## src/rtl/ifu_mem_arb.sv

```systemverilog
// Arbitrates demand and prefetch line-fill requests onto one memory port, with a single request outstanding.
// Optional demand-into-prefetch merging is enabled by defining IFU_ARB_MERGE_EN.
module ifu_mem_arb #(
  parameter int TAG_WIDTH = 28
) (
  input  logic                 Clock,
  input  logic                 Rst,
  input  logic                 dmd_reqValidIn,
  input  logic [TAG_WIDTH-1:0] dmd_reqTagIn,
  output logic                 dmd_reqReadyOut,
  input  logic                 pref_reqValidIn,
  input  logic [TAG_WIDTH-1:0] pref_reqTagIn,
  output logic                 pref_reqReadyOut,
  output logic                 mem_reqValidOut,
  output logic [TAG_WIDTH-1:0] mem_reqTagOut,
  input  logic                 mem_reqReadyIn,
  input  logic                 mem_rspValidIn,
  input  logic [TAG_WIDTH-1:0] mem_rspTagIn,
  output logic                 dmd_rspValidOut,
  output logic                 pref_rspValidOut,
  output logic [TAG_WIDTH-1:0] rspTagOut,
  output logic [1:0]           current_stateOut,
  output logic                 errStrayOut
);

  typedef enum logic [1:0] {
    IDLE = 2'd0,
    REQ  = 2'd1,
    WAIT = 2'd2
  } state_t;

  state_t               state_reg, state_next;
  logic [TAG_WIDTH-1:0] tag_reg, tag_next;
  logic                 owner_pref_reg, owner_pref_next;
  logic                 merge_reg, merge_next;
  logic                 dmd_rsp_reg, dmd_rsp_next;
  logic                 pref_rsp_reg, pref_rsp_next;
  logic [TAG_WIDTH-1:0] rsp_tag_reg, rsp_tag_next;
  logic                 err_reg, err_next;

  logic                 busy;
  logic                 rsp_match;
  logic                 merge_accept;

  assign busy      = (state_reg == REQ) || (state_reg == WAIT);
  assign rsp_match = (state_reg == WAIT) && mem_rspValidIn && (mem_rspTagIn == tag_reg);

`ifdef IFU_ARB_MERGE_EN
  // A demand for the line already being prefetched rides along on that request.
  assign merge_accept = Rst && busy && owner_pref_reg && !merge_reg &&
                        dmd_reqValidIn && (dmd_reqTagIn == tag_reg);
`else
  assign merge_accept = 1'b0;
`endif

  assign dmd_reqReadyOut  = Rst && ((state_reg == IDLE) || merge_accept);
  assign pref_reqReadyOut = Rst && (state_reg == IDLE) && !dmd_reqValidIn;

  assign mem_reqValidOut  = (state_reg == REQ);
  assign mem_reqTagOut    = mem_reqValidOut ? tag_reg : '0;

  assign dmd_rspValidOut  = dmd_rsp_reg;
  assign pref_rspValidOut = pref_rsp_reg;
  assign rspTagOut        = rsp_tag_reg;
  assign current_stateOut = state_reg;
  assign errStrayOut      = err_reg;

  always_comb begin
    state_next      = state_reg;
    tag_next        = tag_reg;
    owner_pref_next = owner_pref_reg;
    merge_next      = merge_reg || merge_accept;
    dmd_rsp_next    = 1'b0;
    pref_rsp_next   = 1'b0;
    rsp_tag_next    = '0;
    err_next        = err_reg || (mem_rspValidIn && !rsp_match);

    case (state_reg)
      IDLE: begin
        merge_next = 1'b0;
        if (dmd_reqValidIn) begin
          state_next      = REQ;
          tag_next        = dmd_reqTagIn;
          owner_pref_next = 1'b0;
        end else if (pref_reqValidIn) begin
          state_next      = REQ;
          tag_next        = pref_reqTagIn;
          owner_pref_next = 1'b1;
        end
      end
      REQ: begin
        if (mem_reqReadyIn) begin
          state_next = WAIT;
        end
      end
      WAIT: begin
        if (rsp_match) begin
          state_next    = IDLE;
          // A merge arriving alongside the response still gets its pulse.
          dmd_rsp_next  = !owner_pref_reg || merge_reg || merge_accept;
          pref_rsp_next = owner_pref_reg;
          rsp_tag_next  = tag_reg;
          merge_next    = 1'b0;
        end
      end
      default: begin
        state_next = IDLE;
        merge_next = 1'b0;
      end
    endcase
  end

  always_ff @(posedge Clock) begin
    if (!Rst) begin
      state_reg      <= IDLE;
      tag_reg        <= '0;
      owner_pref_reg <= 1'b0;
      merge_reg      <= 1'b0;
      dmd_rsp_reg    <= 1'b0;
      pref_rsp_reg   <= 1'b0;
      rsp_tag_reg    <= '0;
      err_reg        <= 1'b0;
    end else begin
      state_reg      <= state_next;
      tag_reg        <= tag_next;
      owner_pref_reg <= owner_pref_next;
      merge_reg      <= merge_next;
      dmd_rsp_reg    <= dmd_rsp_next;
      pref_rsp_reg   <= pref_rsp_next;
      rsp_tag_reg    <= rsp_tag_next;
      err_reg        <= err_next;
    end
  end

endmodule

```

## config.mk

```make
export PLATFORM = sky130hd
export DESIGN_NAME = ifu_mem_arb
export DESIGN_NICKNAME = d
export VERILOG_FILES = /design/src/rtl/ifu_mem_arb.sv
export SDC_FILE = /design/constraint.sdc
export NUM_CORES = 1
export LEC_CHECK = 0
export ABC_CLOCK_PERIOD_IN_PS = 1800
export CAP_MARGIN = 20
export CORE_ASPECT_RATIO = 2
export CORE_MARGIN = 1.5
export CORE_UTILIZATION = 39
export DETAILED_ROUTE_END_ITERATION = 16
export GPL_TIMING_DRIVEN = 0
export PLACE_DENSITY = 0.81
export SETUP_SLACK_MARGIN = 0.05
export SLEW_MARGIN = 25
export SYNTH_ARGS = -nofsm -noshare
export SYNTH_HDL_FRONTEND = slang
export SYNTH_SLANG_ARGS = --single-unit
```

## constraint.sdc

```tcl
create_clock -name Clock -period 1.8 [get_ports Clock]
set_input_delay 0.36 -clock Clock [delete_from_list [all_inputs] [get_ports Clock]]
set_output_delay 0.36 -clock Clock [all_outputs]
set_load 0.01 [all_outputs]
```

==> metrics.md <==
| Metric | Value |
|---|---|
| Worst hold path class | `input pin to flop` |
| Crit path largest cell delay | `0.42 ns` |
| RSZ-0062 raised after global routing | `true` |
| Vias | `2,881` |
| Placed cell area | `0.00439 sq mm` |
| DRT Wirelength | `10.7 mm` |
| Proportion of synthesized area in mux cells | `0.102` |
| Worst vdd ir | `0.641 mV` |
| Fin cells | `567` |
| Io pins | `154` |
| Clock sink count | `62` |
| Asr flop ratio synth | `0` |
| Max-slew headroom | `0.471` |
| Worst Slack Setup Final | `-0.279 ns` |
| Htree depth | `3` |
| Max Clock Skew | `0.00666 ns` |
| Pre-antenna DRT Iters | `4` |
| Status | `finished, violations left` |
| Fill cells | `477` |
| Worst-Margin Slew | `0.794 ns` |
| Final Cycle Share | `1.15` |
| Die area | `0.00762 sq mm` |
| Row count | `43` |
| Clk slew on worst S/H paths | `0.05 ns` |
| Yosys cell types | `28` |
| CP Launch Type | `input pin` |
| EDFF count, synth | `0` |
| Critical path buffers and inverters | `3` |
| # port buffers | `152` |
| Mapped Nets | `377` |
| Mapped Cells | `287` |
| CP arrival | `2.34 ns` |
| Power Total | `4.28 mW` |
| Main combinational cell family by area after synthesis | `simple AND/OR/NAND/NOR gates` |
| Synth Area in Compound Gates | `0.0888` |
| P&R area growth vs syn | `89.6%` |
| Routed len/inst | `18.9 microns` |
| Final net count | `562` |
| Total grt overflow | `0` |
| Register bit count reported by yosys | `62` |
| DP HPWL | `7.25 mm` |
| Seq/Total Area, Yosys | `0.450` |
| Period minus WS final | `2.08 ns` |
| Min Hold Slack | `0.377 ns` |
| Num CTS Buffers | `9` |
| Fmax | `481 MHz` |
| Slowest-stage cell, CP | `clkdlybuf4s50_1` |
| Post-route cell area | `0.00523 sq mm` |
| Root buf cell | `clkbuf_16` |
| Die height | `122 microns` |
| GRT Overall Usage | `0.261` |
| Synth top area share | `0.450` |
| Most frequent cell after synthesis | `dfxtp_1` |
| Final-report hold violation count | `0` |
| Clk buf depth | `2` |
| CTS tree | `built` |
| Core Util, Final | `0.760` |
| Post-route ant nets | `0` |
| Share of cells above drive strength 1 | `0.313` |
| Post-Syn Area per Cell | `9.62 sq um` |
| WS Path Type | `input pin to flop` |
| Setup TNS | `-6.99 ns` |
| Cells after DPL | `529` |
| Static leakage | `2.32 nW` |
| CP cell instances | `clkdlybuf4s50_1 -> xor2_1 -> nor4_2 -> nand4_1 -> nor4_4 -> buf_4 -> buf_8 -> and2_1` |
| Core area | `0.00689 sq mm` |
| Netlist Area Pre-Place | `0.00276 sq mm` |
| Global-route wire length before repair | `15.1 mm` |
| Final Setup Violations | `40` |
| Remaining DRCs | `0` |
| Top delay family on crit path | `simple AND/OR/NAND/NOR gates` |
| Post-synthesis xor/xnor area fraction | `0.0888` |
| Yosys top cell by area | `dfxtp_1` |
| Largest net degree at the start of global routing | `11` |
| Cts-stage hold buffer count | `0` |
| Clock insertion delay at the later pin of the skew report | `0.32 ns` |
| Synth Area in Simple Gates | `0.240` |
| Vias per Instance | `5.08` |
| Initial antenna violation count | `1` |
| Vias in the first global route | `2,999` |
| Pre-CTS setup slack | `-0.683 ns` |
| Synth Area in Adders | `0` |
| Primary FF master, synth | `dfxtp_1` |
| Starting density of the core | `0.401` |
| Crit-path max FO | `5` |
| Critical Path Sink Type | `flop` |
| Worst Path Required | `2.06 ns` |
| Die width | `62.5 microns` |
| Synth warn | `0` |
| Violated checks | `negative setup slack` |
| Max Transition Viols Final | `0` |
| Largest cells by area after synthesis | `dfxtp_1 (45%), and2_1 (10%), mux2i_1 (10%)` |
| Max Cap Violations | `0` |
| Power density over the cells | `818 mW/mm^2` |
| 1st-iter DRT viols | `185` |
| Final Wtd Congestion | `0.830` |
| Commonest cells post-synth | `dfxtp_1 (62), and2_1 (46), nor2_1 (30)` |
worst paths after layout:
kind,cells after the start,from,slack [ns],endpoint
worst min-delay path,3,Rst,0.38,current_stateOut[1]
worst max register to register,7,tag_reg[4],-0.24,rspTagOut[16]
worst min register to register,1,owner_pref_reg,0.51,pref_rspValidOut
worst max-delay path,8,mem_rspTagIn[8],-0.28,rspTagOut[16]
worst reg2reg max path, stage by stage (launching register included):
cell and delay, ns:
dfxtp_2 0.35, xor2_2 0.20, nor4_2 0.34, nand4_1 0.22, nor4_4 0.38, buf_4 0.23
buf_8 0.13, and2_1 0.14
layout by cell type, fill, tap and decap left out, types with 7 or more instances in the layout:
cell type,synthesis,routed
clkdlybuf4s50_1,0,105
dfxtp_1,62,53
buf_6,0,33
nor2_1,30,29
a211oi_1,29,29
mux2i_1,28,28
and2_4,0,24
and2_1,46,22
xor2_1,24,17
and2_2,11,11
buf_4,0,11
buf_2,2,11
clkbuf_16,0,10
dlymetal6s2s_1,0,8
dlygate4sd2_1,0,8
xor2_2,0,7
area by class of cell:
type	count	area [sq um]	area share
clock inverter	4	47.5	0.00909
tap	90	113	0.0215
clock buffer	11	243	0.0464
timing repair buffer	176	1760	0.336
sequential	62	1270	0.242
antenna	1	2.50	0.000478
inverter	2	7.51	0.00143
multi-input combinational	204	1670	0.319
buffer	17	123	0.0234
cell families after synthesis:
family,count (synthesis)
flip-flops,62
multiplexers,28
buffers and inverters,21
AO/OA/AOI/OAI,34
XOR/XNOR,28
AND/OR/NAND/NOR,114
power by group:
| part | switching [mW] | total (mW) | internal (mW) |
|---|---|---|---|
| sequential | 0.128 | 1.60 | 1.47 |
| clock | 0.567 | 1.66 | 1.09 |
| combinational | 0.453 | 1.02 | 0.568 |
| total | 1.15 | 4.28 | 3.13 |
layer usage:
metal | global-route usage | up-vias | share of wire
li1 | - | 1346 | -
met1 | 0.245 | 1355 | 0.33
met2 | 0.505 | 143 | 0.58
met3 | 0.0517 | 37 | 0.041
met4 | 0.165 | 0 | 0.049
met5 | 0 | - | 0
repair_timing:
item,CTS,global route
resized for setup,205,69
pin swaps,7,10
buffers inserted,17,5
setup endpoints to repair,73,78
gates cloned,2,1
No activity file was read; power rests on OpenSTA's default activity.
